## src/rtl/alu_seq.sv

```systemverilog
// Registered WIDTH-bit ALU with valid/ready handshakes: single-cycle ADD/SUB/CMP/NOT,
// a WIDTH-iteration unsigned shift-add multiplier, and illegal-opcode reporting.
module alu_seq #(
    parameter int WIDTH = 8
) (
    input  logic             clk,
    input  logic             reset,
    input  logic             in_valid,
    output logic             in_ready,
    input  logic [2:0]       op,
    input  logic [WIDTH-1:0] a,
    input  logic [WIDTH-1:0] b,
    output logic             out_valid,
    input  logic             out_ready,
    output logic [WIDTH-1:0] res,
    output logic [WIDTH-1:0] res_hi,
    output logic             cout,
    output logic             ovfw,
    output logic             eq,
    output logic             lt_s,
    output logic             zero,
    output logic             err
);
    localparam int CW = $clog2(WIDTH);
    localparam logic [CW-1:0] LAST = CW'(WIDTH - 1);

    localparam logic [2:0] OP_ADD = 3'd0;
    localparam logic [2:0] OP_SUB = 3'd1;
    localparam logic [2:0] OP_CMP = 3'd2;
    localparam logic [2:0] OP_NOT = 3'd3;
    localparam logic [2:0] OP_MUL = 3'd4;

    typedef enum logic [1:0] {S_IDLE, S_MUL, S_DONE} state_t;

    state_t             state_q;
    logic [WIDTH-1:0]   res_q, res_hi_q, mcand_q, mplier_q;
    logic [2*WIDTH-1:0] acc_q, acc_d;
    logic [CW-1:0]      cnt_q;
    logic               cout_q, ovfw_q, eq_q, lt_s_q, zero_q, err_q;

    logic [WIDTH:0]     sum_d, diff_d;
    logic               add_ovf_d, sub_ovf_d;
    logic [WIDTH-1:0]   res_d;
    logic               cout_d, ovfw_d, err_d;

    always_comb begin
        sum_d     = {1'b0, a} + {1'b0, b};
        diff_d    = {1'b0, a} - {1'b0, b};
        add_ovf_d = (a[WIDTH-1] == b[WIDTH-1]) && (sum_d[WIDTH-1] != a[WIDTH-1]);
        sub_ovf_d = (a[WIDTH-1] != b[WIDTH-1]) && (diff_d[WIDTH-1] != a[WIDTH-1]);
        res_d     = '0;
        cout_d    = 1'b0;
        ovfw_d    = 1'b0;
        err_d     = 1'b0;
        case (op)
            OP_ADD: begin
                res_d  = sum_d[WIDTH-1:0];
                cout_d = sum_d[WIDTH];
                ovfw_d = add_ovf_d;
            end
            OP_SUB, OP_CMP: begin
                res_d  = diff_d[WIDTH-1:0];
                cout_d = diff_d[WIDTH];
                ovfw_d = sub_ovf_d;
            end
            OP_NOT:  res_d = ~a;
            OP_MUL:  ;
            default: err_d = 1'b1;
        endcase
    end

    // One partial product per cycle: multiplicand shifted to the current bit position.
    always_comb begin
        acc_d = acc_q;
        if (mplier_q[0])
            acc_d = acc_q + ({{WIDTH{1'b0}}, mcand_q} << cnt_q);
    end

    always_ff @(posedge clk or posedge reset) begin
        if (reset) begin
            state_q  <= S_IDLE;
            res_q    <= '0;
            res_hi_q <= '0;
            mcand_q  <= '0;
            mplier_q <= '0;
            acc_q    <= '0;
            cnt_q    <= '0;
            cout_q   <= 1'b0;
            ovfw_q   <= 1'b0;
            eq_q     <= 1'b0;
            lt_s_q   <= 1'b0;
            zero_q   <= 1'b0;
            err_q    <= 1'b0;
        end else begin
            case (state_q)
                S_IDLE: begin
                    if (in_valid) begin
                        eq_q   <= (a == b);
                        lt_s_q <= diff_d[WIDTH-1] ^ sub_ovf_d;
                        if (op == OP_MUL) begin
                            mcand_q  <= a;
                            mplier_q <= b;
                            acc_q    <= '0;
                            cnt_q    <= '0;
                            cout_q   <= 1'b0;
                            ovfw_q   <= 1'b0;
                            err_q    <= 1'b0;
                            state_q  <= S_MUL;
                        end else begin
                            res_q    <= res_d;
                            res_hi_q <= '0;
                            cout_q   <= cout_d;
                            ovfw_q   <= ovfw_d;
                            err_q    <= err_d;
                            zero_q   <= (res_d == '0);
                            state_q  <= S_DONE;
                        end
                    end
                end
                S_MUL: begin
                    acc_q    <= acc_d;
                    mplier_q <= mplier_q >> 1;
                    cnt_q    <= cnt_q + 1'b1;
                    if (cnt_q == LAST) begin
                        {res_hi_q, res_q} <= acc_d;
                        zero_q            <= (acc_d == '0);
                        state_q           <= S_DONE;
                    end
                end
                S_DONE: begin
                    if (out_ready)
                        state_q <= S_IDLE;
                end
                default: state_q <= S_IDLE;
            endcase
        end
    end

    assign in_ready  = (state_q == S_IDLE) && !reset;
    assign out_valid = (state_q == S_DONE);
    assign res       = res_q;
    assign res_hi    = res_hi_q;
    assign cout      = cout_q;
    assign ovfw      = ovfw_q;
    assign eq        = eq_q;
    assign lt_s      = lt_s_q;
    assign zero      = zero_q;
    assign err       = err_q;
endmodule

```

## config.mk

```make
export PLATFORM = sky130hd
export DESIGN_NAME = alu_seq
export DESIGN_NICKNAME = d
export VERILOG_FILES = /design/src/rtl/alu_seq.sv
export SDC_FILE = /design/constraint.sdc
export NUM_CORES = 1
export LEC_CHECK = 0
export BUFFER_PORTS_ARGS = -buffer_cell sky130_fd_sc_hd__buf_2
export CAP_MARGIN = 30
export CORE_ASPECT_RATIO = 1.75
export CORE_MARGIN = 5
export CORE_UTILIZATION = 40
export DETAILED_ROUTE_END_ITERATION = 10
export GPL_ROUTABILITY_DRIVEN = 0
export GPL_TIMING_DRIVEN = 0
export PLACE_DENSITY_LB_ADDON = 0.3
export SYNTH_ARGS = -nofsm -noshare
export SYNTH_HDL_FRONTEND = slang
export SYNTH_SLANG_ARGS = --single-unit
```

## constraint.sdc

```tcl
create_clock -name clk -period 4.3 [get_ports clk]
set_clock_uncertainty 0.1 [all_clocks]
set_input_delay 0.215 -clock clk [delete_from_list [all_inputs] [get_ports clk]]
set_output_delay 0.215 -clock clk [all_outputs]
set_load 0.05 [all_outputs]
```

==> results of run 1 <==
worst max path at each step:
stage | end | cells after the start | from | slack (ns)
6_report | zero$_DFFE_PP0P_ | 14 | cnt_q[1]$_DFFE_PP0P_ | 0.43
5_1_grt | acc_q[15]$_DFFE_PP0P_ | 14 | cnt_q[1]$_DFFE_PP0P_ | 0.11
4_1_cts | zero$_DFFE_PP0P_ | 14 | cnt_q[1]$_DFFE_PP0P_ | 0.29
3_5_place_dp | zero$_DFFE_PP0P_ | 14 | cnt_q[1]$_DFFE_PP0P_ | 0.34
3_3_place_gp | zero$_DFFE_PP0P_ | 15 | cnt_q[1]$_DFFE_PP0P_ | 0.38
2_1_floorplan | zero$_DFFE_PP0P_ | 15 | cnt_q[1]$_DFFE_PP0P_ | 0.84
cells in the final DEF (no fill, tap or decap), types with 4 or more instances in the layout:
cell                         n
sky130_fd_sc_hd__clkbuf_1   18
sky130_fd_sc_hd__or3_1       5
sky130_fd_sc_hd__nor2b_1     6
sky130_fd_sc_hd__o21ai_0    53
sky130_fd_sc_hd__ha_1       33
sky130_fd_sc_hd__xnor2_1    13
sky130_fd_sc_hd__inv_1      23
sky130_fd_sc_hd__nor3_1     12
sky130_fd_sc_hd__nand3_1     9
sky130_fd_sc_hd__o21a_1      4
sky130_fd_sc_hd__buf_2      46
sky130_fd_sc_hd__mux2i_1    16
sky130_fd_sc_hd__xor2_1      5
sky130_fd_sc_hd__buf_1       4
sky130_fd_sc_hd__nand2_1    81
sky130_fd_sc_hd__o31ai_1    12
sky130_fd_sc_hd__a21oi_1    31
sky130_fd_sc_hd__o22ai_1     6
sky130_fd_sc_hd__clkbuf_16   9
sky130_fd_sc_hd__a211oi_1    8
sky130_fd_sc_hd__nor2_1     48
sky130_fd_sc_hd__a21o_1     11
sky130_fd_sc_hd__a22o_1      4
sky130_fd_sc_hd__mux2_2     14
sky130_fd_sc_hd__nand2b_1    6
sky130_fd_sc_hd__dfrtp_1    59
sky130_fd_sc_hd__and2_1      5
sky130_fd_sc_hd__fa_1        4
what timing repair did:
item,4_1_cts,5_1_grt
gates resized for setup,0,2
endpoints found under the hold margin,16,0
hold buffers,2,0
setup endpoints to repair,0,3
synthesized netlist by cell type, drive strengths merged, types with 3 or more instances:
cell / number / area share (%)
or2: 3 / 0.41
or3: 5 / 0.68
a21oi: 31 / 3.4
inv: 25 / 2.0
a22o: 4 / 0.76
a211oi: 8 / 1.3
a21o: 11 / 1.8
clkbuf: 19 / 1.5
o22ai: 6 / 0.81
nor3: 12 / 1.3
fa: 4 / 1.7
dfrtp: 59 / 32
nand3: 9 / 0.97
ha: 33 / 8.9
o31ai: 12 / 1.9
xor2: 5 / 0.95
xnor2: 13 / 2.5
and2: 5 / 0.68
o21bai: 3 / 0.49
a2111oi: 3 / 0.97
nand2b: 6 / 0.81
mux2: 14 / 3.4
nor2: 50 / 4.6
mux2i: 16 / 3.5
o21ai: 56 / 6.1
a221oi: 3 / 0.57
nand2: 81 / 6.6
buf: 8 / 1.1
nor2b: 6 / 0.81
or4: 4 / 0.73
o21a: 4 / 0.65
cell type report:
class,count,area [µm²]
inverters,25,93.8
fillers,1119,6120
multi-input cells,440,2930
flip-flops and latches,59,1480
plain buffers,27,123
repair buffers,48,265
well taps,135,169
clock inverters,5,30.0
clock buffers,10,239
sequential cells by signal (all words and copies together) (netlist names):
name      cells
zero          1
eq            1
err           1
state_q       2
cnt_q         3
res           8
mplier_q      8
mcand_q       8
res_hi        8
lt_s          1
acc_q        16
ovfw          1
cout          1
cell families (layout without fill, tap and decap cells):
family | count (synthesis) | in the layout
AND/OR/NAND/NOR | 192 | 192
AO/OA/AOI/OAI | 163 | 163
flip-flops | 59 | 59
buffers and inverters | 52 | 115
adder cells (fa/ha/maj) | 37 | 37
multiplexers | 30 | 30
XOR/XNOR | 18 | 18
per-layer routing:
layer | up-vias | wire length [µm] | track usage [%]
li1 | 2083 | - | -
met1 | 2048 | 5000 | 20.0
met2 | 118 | 7880 | 38.7
met3 | 47 | 365 | 2.27
met4 | 0 | 757 | 12.3
met5 | - | 0 | 0
power by group through the flow:
stage / clock [W] / sequential, W / combinational (W)
detailed placement: 0 / 0.000937 / 0.00193
global placement: 0 / 0.000926 / 0.00187
CTS: 0.000661 / 0.000929 / 0.00195
global route: 0.000679 / 0.000955 / 0.00215
finish: 0.000651 / 0.000931 / 0.00195
floorplan: 0 / 0.00107 / 0.00129
through the flow:
stage / instances / setup WS [ns] / area [µm²] / power [W] / utilization, %
final: 749 / 0.434 / 5330 / 0.00353 / 46.5
after detailed placement: 732 / 0.337 / 5040 / 0.00286 / 44.0
after floorplan: 551 / 0.840 / 4620 / 0.00236 / -
after global placement: 731 / 0.380 / 5020 / 0.00280 / 43.8
after global routing: 749 / 0.109 / 5330 / 0.00378 / 46.5
after CTS: 749 / 0.290 / 5330 / 0.00354 / 46.5
==> results.cfg, run 1 <==
[power]
peakVddDrop_v = 0.000252
share_clk_of_total_power_pct = 18.4
pwr-share-seq_pct = 26.4
cellLeakagePower_nw = 2.58
power_switching_w = 0.00168
comb_power_share_pct = 55.2
power.switching_fraction_pct = 47.5
p_int_w = 0.00186
powerDensity_mw_per_mm2 = 663

[logic_synthesis]
ys_dominant_reg_cell = sky130_fd_sc_hd__dfrtp_1
syn-cell-area_mm2 = 0.00462
synth.yosys.seq_area_share_pct = 31.9
synth_xor_area_share_pct = 3.41
synth_cell_types = 62
ys_ff_latch = 59
synth_compound_gate_area_share_pct = 23.2
synth_top_family_by_area = compound AO/OA/AOI/OAI gates
synth_edf_count = 0
postSynthNetCount = 611
synthArstFlopShare_pct = 100
synthesis.area_per_instance_um2 = 8.39
share_of_cell_area_taken_by_muxes_after_synthesis_pct = 6.87
synthesis.instances = 551
ys.warnings.count = 0
synth-adder-area-share_pct = 10.7
synthSimpleGateAreaFrac_pct = 19.3

[worst_setup_path]
timing.critical_path.arrival_ns = 4.03
timing.critical_path.required_ns = 4.47
reg2reg_depth = 14
worst-setup-path-type = flop to flop
timing.critical_path.slowest_cell_delay_ns = 0.63
start_kind = flop
critical-path-top-cell-by-count = sky130_fd_sc_hd__o21ai_0
crit_path_max_fanout = 10
regToRegStartpoint = cnt_q[1]$_DFFE_PP0P_
timing.rr.end = zero$_DFFE_PP0P_
cp.buffers_inverters = 2
critPathTopFamily = compound AO/OA/AOI/OAI gates
r2r_setup_slack_ns = 0.43
critical_path.slowest_cell = sky130_fd_sc_hd__o41ai_1
timing.critical_path.cells = clkbuf_1 -> clkbuf_2 -> nand3b_1 -> o21ai_0 -> and2_1 -> ha_1 -> o21ai_0 -> o21ai_1 -> a41oi_1 -> o41ai_1 -> xor2_1 -> mux2_2 -> nor2_1 -> a31o_1
end_kind = flop

[global_route]
grt_pass1_vias = 4466
gr-usage-all-layers_pct = 20.2
wire_length_of_the_first_global_routing_pass_um = 22600
grt_antenna_before_repair = 0
grt_start_max_net_pins = 45
globalRouteOverflowTotal = 0

[timing]
fmax_mhz = 259
worst_hold_slack_ns = 0.118
slew-limit-headroom_pct = 56.2
setup-violations-final = 0
rsz0062_at_grt = no
worst_pin_slew_ns = 0.657
setup-tns-final_ns = 0
final_period_minus_worst_setup_slack_ns = 3.87
finalHoldViolCount = 0
timing.final.crit_share_pct = 89.9
number_of_max_slew_violations_in_the_final_report = 0

[floorplan]
num_rows = 52
io_pins = 47
floorplan.die_area_mm2 = 0.0139
core-area_mm2 = 0.0115
initial_utilization_pct = 40.4
die-height_um = 152
die_x_um = 91.3

[finish]
antenna_cells = 0
drive_above_1_share_pct = 15.3
flow.area_growth_from_synthesis_pct = 15.2
fin_nets = 670

[cts]
clkTransAtPathRegs_ns = 0.05
cts_max_level = 3
clkLatencyLatePin_ns = 0.33
cts-root-buf = sky130_fd_sc_hd__clkbuf_16
tritoncts.num_buffers = 9
post_cts.repair.setup_buffers = 0
cts.sinks = 59
tritoncts_clock_tree = built
clock_tree.buffer_depth = 2

[drt]
drt_first_pass_iters = 5
detail_route.vias_per_cell = 5.74
vias_post_dr = 4296
routed_wire_length_per_instance_um = 18.7
drtIter0Drc = 279
detail_route.drc_violations = 0
antenna_violating_nets_post_route = 0
drt-total-wl_um = 14000

[min_path]
hold_path_startpoint = a[2]
holdCritPathClass = input pin to flop
min_path_cells = 2
min_delay_worst_endpoint = mcand_q[2]$_DFFE_PP0P_

[placement]
place_hpwl_um = 11300
portBuffers = 45

[status]
outcome = complete, no violations

[run]
cap_violations = 0
Power figures use the tool's default switching activity.
==> run 2, diff against run 1 <==
--- a/config.mk
+++ b/config.mk
@@ -9,7 +9,7 @@
 export CAP_MARGIN = 30
 export CORE_ASPECT_RATIO = 1.75
 export CORE_MARGIN = 5
-export CORE_UTILIZATION = 40
+export CORE_UTILIZATION = 35
 export DETAILED_ROUTE_END_ITERATION = 10
 export GPL_ROUTABILITY_DRIVEN = 0
 export GPL_TIMING_DRIVEN = 0
==> constraint.sdc (replaced) <==
create_clock -name clk -period 4.8 [get_ports clk]
set_clock_uncertainty 0.1 [all_clocks]
set_input_delay 0.24 -clock clk [delete_from_list [all_inputs] [get_ports clk]]
set_output_delay 0.24 -clock clk [all_outputs]
set_load 0.05 [all_outputs]
==> run 2 against run 1 <==
  * Non-clock buffer count fell by 1
  * Largest cell class unchanged
  * Final area rose by 1.7%
  * Wire length rose by 1.8%
  * Register-to-register slack improved by 0.27 ns
  * First-iteration DRC count fell by 17%
  * Hold slack got worse by 0.11 ns
  * Critical endpoint unchanged
  * Sequential share of layout area fell by 0.46 points
  * Sequential cell count did not move
==> results.cfg, run 2 (synthesis results as in run 1) <==
[floorplan]
initial_utilization_pct = 35.7
floorplan.die_area_mm2 = 0.0157
num_rows = 55
die-height_um = 162
io_pins = 47
core-area_mm2 = 0.0129
die_x_um = 96.9

[finish]
final.fill_count = 1371
max_ffs_per_register = 16
drive_above_1_share_pct = 15.3
regMostFlops = acc_q
fin_nets = 669
finalInstanceArea_mm2 = 0.00542
layout_commonest_cell = sky130_fd_sc_hd__nand2_1
most-common-layout-cells = sky130_fd_sc_hd__nand2_1, sky130_fd_sc_hd__dfrtp_1, sky130_fd_sc_hd__o21ai_0
antenna_cells = 0
flow.area_growth_from_synthesis_pct = 17.2

[worst_setup_path]
critical_path.slowest_cell = sky130_fd_sc_hd__a211oi_1
crit_path_max_fanout = 10
timing.critical_path.cells = clkbuf_1 -> clkbuf_1 -> mux2i_1 -> nand2_1 -> o21ai_0 -> o21ai_0 -> ha_1 -> o211a_1 -> o21ai_1 -> a211oi_1 -> a221oi_1 -> xnor2_1 -> a2111oi_2 -> and4b_1 -> a31o_1
timing.critical_path.required_ns = 4.97
worst-setup-path-type = flop to flop
timing.critical_path.slowest_cell_delay_ns = 0.42
critPathTopFamily = compound AO/OA/AOI/OAI gates
timing.critical_path.arrival_ns = 4.26
cp.buffers_inverters = 2
end_kind = flop
start_kind = flop

[drt]
antenna_violating_nets_post_route = 0
drtIter0Drc = 232
drt-total-wl_um = 14200
routed_wire_length_per_instance_um = 18.2
detail_route.drc_violations = 0
drt_first_pass_iters = 5
detail_route.vias_per_cell = 5.52
vias_post_dr = 4333

[global_route]
gr-usage-all-layers_pct = 18.5
globalRouteOverflowTotal = 0
grt_start_max_net_pins = 44
wire_length_of_the_first_global_routing_pass_um = 23200
grt_pass1_vias = 4466
grt_antenna_before_repair = 0

[timing]
setup-violations-final = 0
setup-tns-final_ns = 0
slew-limit-headroom_pct = 56.6
fmax_mhz = 244
final_period_minus_worst_setup_slack_ns = 4.09
worst_hold_slack_ns = 0.0116
number_of_max_slew_violations_in_the_final_report = 0
timing.final.crit_share_pct = 85.3
finalHoldViolCount = 0
worst_pin_slew_ns = 0.651
rsz0062_at_grt = no

[placement]
place_area_mm2 = 0.00508
portBuffers = 45
place_hpwl_um = 11300

[cts]
clkTransAtPathRegs_ns = 0.05
clock_tree.buffer_depth = 2
tritoncts_clock_tree = built
tritoncts.num_buffers = 9
cts-root-buf = sky130_fd_sc_hd__clkbuf_16
clkLatencyLatePin_ns = 0.33
cts_max_level = 3
cts.sinks = 59
cts.repair.resized = 0

[power]
powerDensity_mw_per_mm2 = 606
peakVddDrop_v = 0.000259
cellLeakagePower_nw = 2.60

[status]
outcome = complete, no violations

[min_path]
holdCritPathClass = input pin to flop

[run]
cap_violations = 0
[run 2: final cells by class]
class / count / area, µm² / share of cell area (%)
clock inverter: 7 / 100 / 1.85
timing repair buffer: 47 / 255 / 4.71
sequential: 59 / 1480 / 27.3
clock buffer: 9 / 225 / 4.16
tap: 171 / 214 / 3.95
inverter: 25 / 93.8 / 1.73
buffer: 27 / 121 / 2.24
multi-input combinational: 440 / 2930 / 54.1
[run 2: power by group]
| group | switching (W) | internal, W |
|---|---|---|
| clock network | 0.000246 | 0.000458 |
| logic | 0.00112 | 0.000629 |
| registers | 0.000155 | 0.000674 |
[run 2: worst paths after layout]
check	start	end	slack (ns)	depth (start not counted)
max	cnt_q[1]$_DFFE_PP0P_	zero$_DFFE_PP0P_	0.71	15
min	out_ready	state_q[1]$_DFFE_PP0P_	0.01	2
max reg2reg	cnt_q[1]$_DFFE_PP0P_	zero$_DFFE_PP0P_	0.71	15
min reg2reg	err$_DFFE_PP0P_	err$_DFFE_PP0P_	0.37	2
max in group asynchronous	reset	mplier_q[4]$_DFFE_PP0P_	3.66	4
min in group asynchronous	reset	mcand_q[6]$_DFFE_PP0P_	0.36	3
[run 2: per-stage QoR]
stage               util, %  total power [W]  std cells  setup slack [ns]
global placement       39.1          0.00251        767             0.863
CTS                    41.9          0.00328        785             0.741
detailed placement     39.3          0.00255        768             0.800
floorplan                 -          0.00211        551              1.34
finish                 41.9          0.00328        785             0.706
global route           41.9          0.00352        785             0.357
[run 2: repair_timing]
item	in CTS	in global routing
setup buffers	0	0
hold endpoints to repair	16	0
hold buffers	1	0
[run 2: routing by layer]
layer,GRT usage [%],wire [µm]
met1,18.5,5180
met2,34.7,7640
met3,2.02,362
met4,13.5,1070
met5,0,0
==> run 3, diff against run 2 <==
--- a/config.mk
+++ b/config.mk
@@ -13,7 +13,7 @@
 export DETAILED_ROUTE_END_ITERATION = 10
 export GPL_ROUTABILITY_DRIVEN = 0
 export GPL_TIMING_DRIVEN = 0
-export PLACE_DENSITY_LB_ADDON = 0.3
+export PLACE_DENSITY = 0.59
 export SYNTH_ARGS = -nofsm -noshare
 export SYNTH_HDL_FRONTEND = slang
 export SYNTH_SLANG_ARGS = --single-unit
==> run 3 against run 2 <==
  * Total power down 0.18%
  * Worst setup slack better by 0.040 ns
  * Fmax up 0.98%
  * Sequential share of layout area unchanged
  * Final cell count unchanged
  * Core utilization unchanged
  * Die area unchanged
  * Hold slack worse by 0.0025 ns
  * First-iteration DRC count up 4.7%
  * Register-to-register slack better by 0.04 ns
  * Sequential cell count unchanged
  * Non-clock buffer count unchanged
==> results.cfg, run 3 (synthesis results as in run 1) <==
[status]
outcome = complete, no violations

[timing]
setup-tns-final_ns = 0
timing.final.crit_share_pct = 84.5
slew-limit-headroom_pct = 54.7
setup-violations-final = 0
worst_pin_slew_ns = 0.680
finalHoldViolCount = 0
final_period_minus_worst_setup_slack_ns = 4.05
fmax_mhz = 247
rsz0062_at_grt = no
final_critical_path_setup_slack_ns = 0.746
number_of_max_slew_violations_in_the_final_report = 0

[floorplan]
die_x_um = 96.9
core-area_mm2 = 0.0129
die-height_um = 162
floorplan.die_area_mm2 = 0.0157
io_pins = 47
num_rows = 55
initial_utilization_pct = 35.7

[finish]
drive_above_1_share_pct = 15.3
antenna_cells = 0
layout_commonest_cell = sky130_fd_sc_hd__nand2_1
flow.area_growth_from_synthesis_pct = 17.2
max_ffs_per_register = 16
fin_nets = 669
regMostFlops = acc_q
most-common-layout-cells = sky130_fd_sc_hd__nand2_1, sky130_fd_sc_hd__dfrtp_1, sky130_fd_sc_hd__o21ai_0

[global_route]
grt.met1_usage_pct = 18.4
globalRouteMet3Util_pct = 2.23
gr-usage-all-layers_pct = 18.6
grt_start_max_net_pins = 44
globalRouteOverflowTotal = 0
grt-busiest-layer = met2
grt_pass1_vias = 4513
wire_length_of_the_first_global_routing_pass_um = 23200
groute.layer.met2.usage_pct = 34.2
grt_antenna_before_repair = 0

[worst_setup_path]
worst-setup-path-type = flop to flop
end_kind = flop
critPathTopFamily = compound AO/OA/AOI/OAI gates
r2r_setup_slack_ns = 0.75
timing.critical_path.cells = clkbuf_1 -> clkbuf_1 -> mux2i_1 -> nand2_1 -> nand2_1 -> o22ai_1 -> ha_1 -> a211oi_1 -> o21bai_1 -> a21o_1 -> a221oi_1 -> xnor2_1 -> a2111oi_2 -> and4b_1 -> a31o_1
start_kind = flop
timing.critical_path.arrival_ns = 4.22
cp.buffers_inverters = 2
reg2reg_depth = 15
timing.critical_path.slowest_cell_delay_ns = 0.41
regToRegStartpoint = cnt_q[1]$_DFFE_PP0P_
timing.rr.end = zero$_DFFE_PP0P_
critical_path.slowest_cell = sky130_fd_sc_hd__clkbuf_1
timing.critical_path.required_ns = 4.97
crit_path_max_fanout = 10

[placement]
place_hpwl_um = 11500
worst_slack_after_detailed_placement_ns = 0.785
portBuffers = 45

[power]
cellLeakagePower_nw = 2.60
power_total_w = 0.00327
powerDensity_mw_per_mm2 = 604
peakVddDrop_v = 0.000208

[cts]
tritoncts.num_buffers = 9
cts.sinks = 59
clock_tree.buffer_depth = 2
cts-root-buf = sky130_fd_sc_hd__clkbuf_16
clkLatencyLatePin_ns = 0.33
clkTransAtPathRegs_ns = 0.06
cts_max_level = 3
post_cts.repair.setup_buffers = 0
tritoncts_clock_tree = built
cts.repair.resized = 0

[drt]
detail_route.drc_violations = 0
vias_post_dr = 4310
drtIter0Drc = 243
drt_first_pass_iters = 5
antenna_violating_nets_post_route = 0
detail_route.vias_per_cell = 5.49
drt-total-wl_um = 14200
routed_wire_length_per_instance_um = 18.1

[run]
cap_violations = 0

[min_path]
hold_path_startpoint = out_ready
holdCritPathClass = input pin to flop
min_delay_worst_endpoint = state_q[1]$_DFFE_PP0P_
min_path_cells = 2
run 3: cell counts in the layout (fill, tap and decap cells not counted):
Identical to the previous run, type by type.
run 3: report_power, final:
group | internal (W) | leakage, nW | switching [W]
sequential | 0.000674 | 0.774 | 0.000154
clock | 0.000459 | 0.160 | 0.000245
combinational | 0.000629 | 1.67 | 0.00111
total | 0.00176 | 2.60 | 0.00151
run 3: how the worst max path moves through the flow:
| stage | from | cells after the start | end |
|---|---|---|---|
| floorplan | cnt_q[1]$_DFFE_PP0P_ | 15 | zero$_DFFE_PP0P_ |
| global placement | cnt_q[1]$_DFFE_PP0P_ | 15 | zero$_DFFE_PP0P_ |
| detailed placement | cnt_q[1]$_DFFE_PP0P_ | 15 | zero$_DFFE_PP0P_ |
| global route | cnt_q[1]$_DFFE_PP0P_ | 15 | zero$_DFFE_PP0P_ |
| CTS | cnt_q[1]$_DFFE_PP0P_ | 15 | zero$_DFFE_PP0P_ |
| finish | cnt_q[1]$_DFFE_PP0P_ | 15 | zero$_DFFE_PP0P_ |
run 3: layout make-up:
| type | instances | area, µm² |
|---|---|---|
| clock buffer | 9 | 225 |
| multi-input combinational | 440 | 2930 |
| buffer | 27 | 121 |
| fill | 1366 | 7520 |
| timing repair buffer | 47 | 255 |
| sequential | 59 | 1480 |
| tap | 171 | 214 |
| inverter | 25 | 93.8 |
| clock inverter | 7 | 100 |
run 3: per-stage QoR:
stage,instance area [µm²],hold WS [ns],util [%],std cells
2_1_floorplan,4620,0.247,-,551
3_3_place_gp,5060,0.331,39.1,767
3_5_place_dp,5080,0.164,39.3,768
4_1_cts,5420,0.00563,41.9,785
5_1_grt,5420,0.0216,41.9,785
6_report,5420,0.00916,41.9,785
run 3: metal layers:
metal | share of wire, % | wire length (µm) | up-vias
li1 | - | - | 2096
met1 | 36 | 5090 | 2040
met2 | 53 | 7600 | 118
met3 | 2.5 | 362 | 56
met4 | 8.2 | 1160 | 0
met5 | 0 | 0 | -
run 3: worst register-to-register path: stages, from the launching register on:
cell                        delay (ns)
sky130_fd_sc_hd__dfrtp_1          0.34
sky130_fd_sc_hd__clkbuf_1         0.25
sky130_fd_sc_hd__clkbuf_1         0.41
sky130_fd_sc_hd__mux2i_1          0.29
sky130_fd_sc_hd__nand2_1          0.07
sky130_fd_sc_hd__nand2_1          0.11
sky130_fd_sc_hd__o22ai_1          0.11
sky130_fd_sc_hd__ha_1             0.38
sky130_fd_sc_hd__a211oi_1         0.27
sky130_fd_sc_hd__o21bai_1         0.14
sky130_fd_sc_hd__a21o_1           0.19
sky130_fd_sc_hd__a221oi_1         0.37
sky130_fd_sc_hd__xnor2_1          0.17
sky130_fd_sc_hd__a2111oi_2        0.36
sky130_fd_sc_hd__and4b_1          0.26
sky130_fd_sc_hd__a31o_1           0.15
run 3: repair_timing:
| action | in CTS | in global routing |
|---|---|---|
| endpoints found under the setup margin | 0 | 0 |
| hold buffers | 1 | 0 |
| hold endpoints to repair | 16 | 0 |
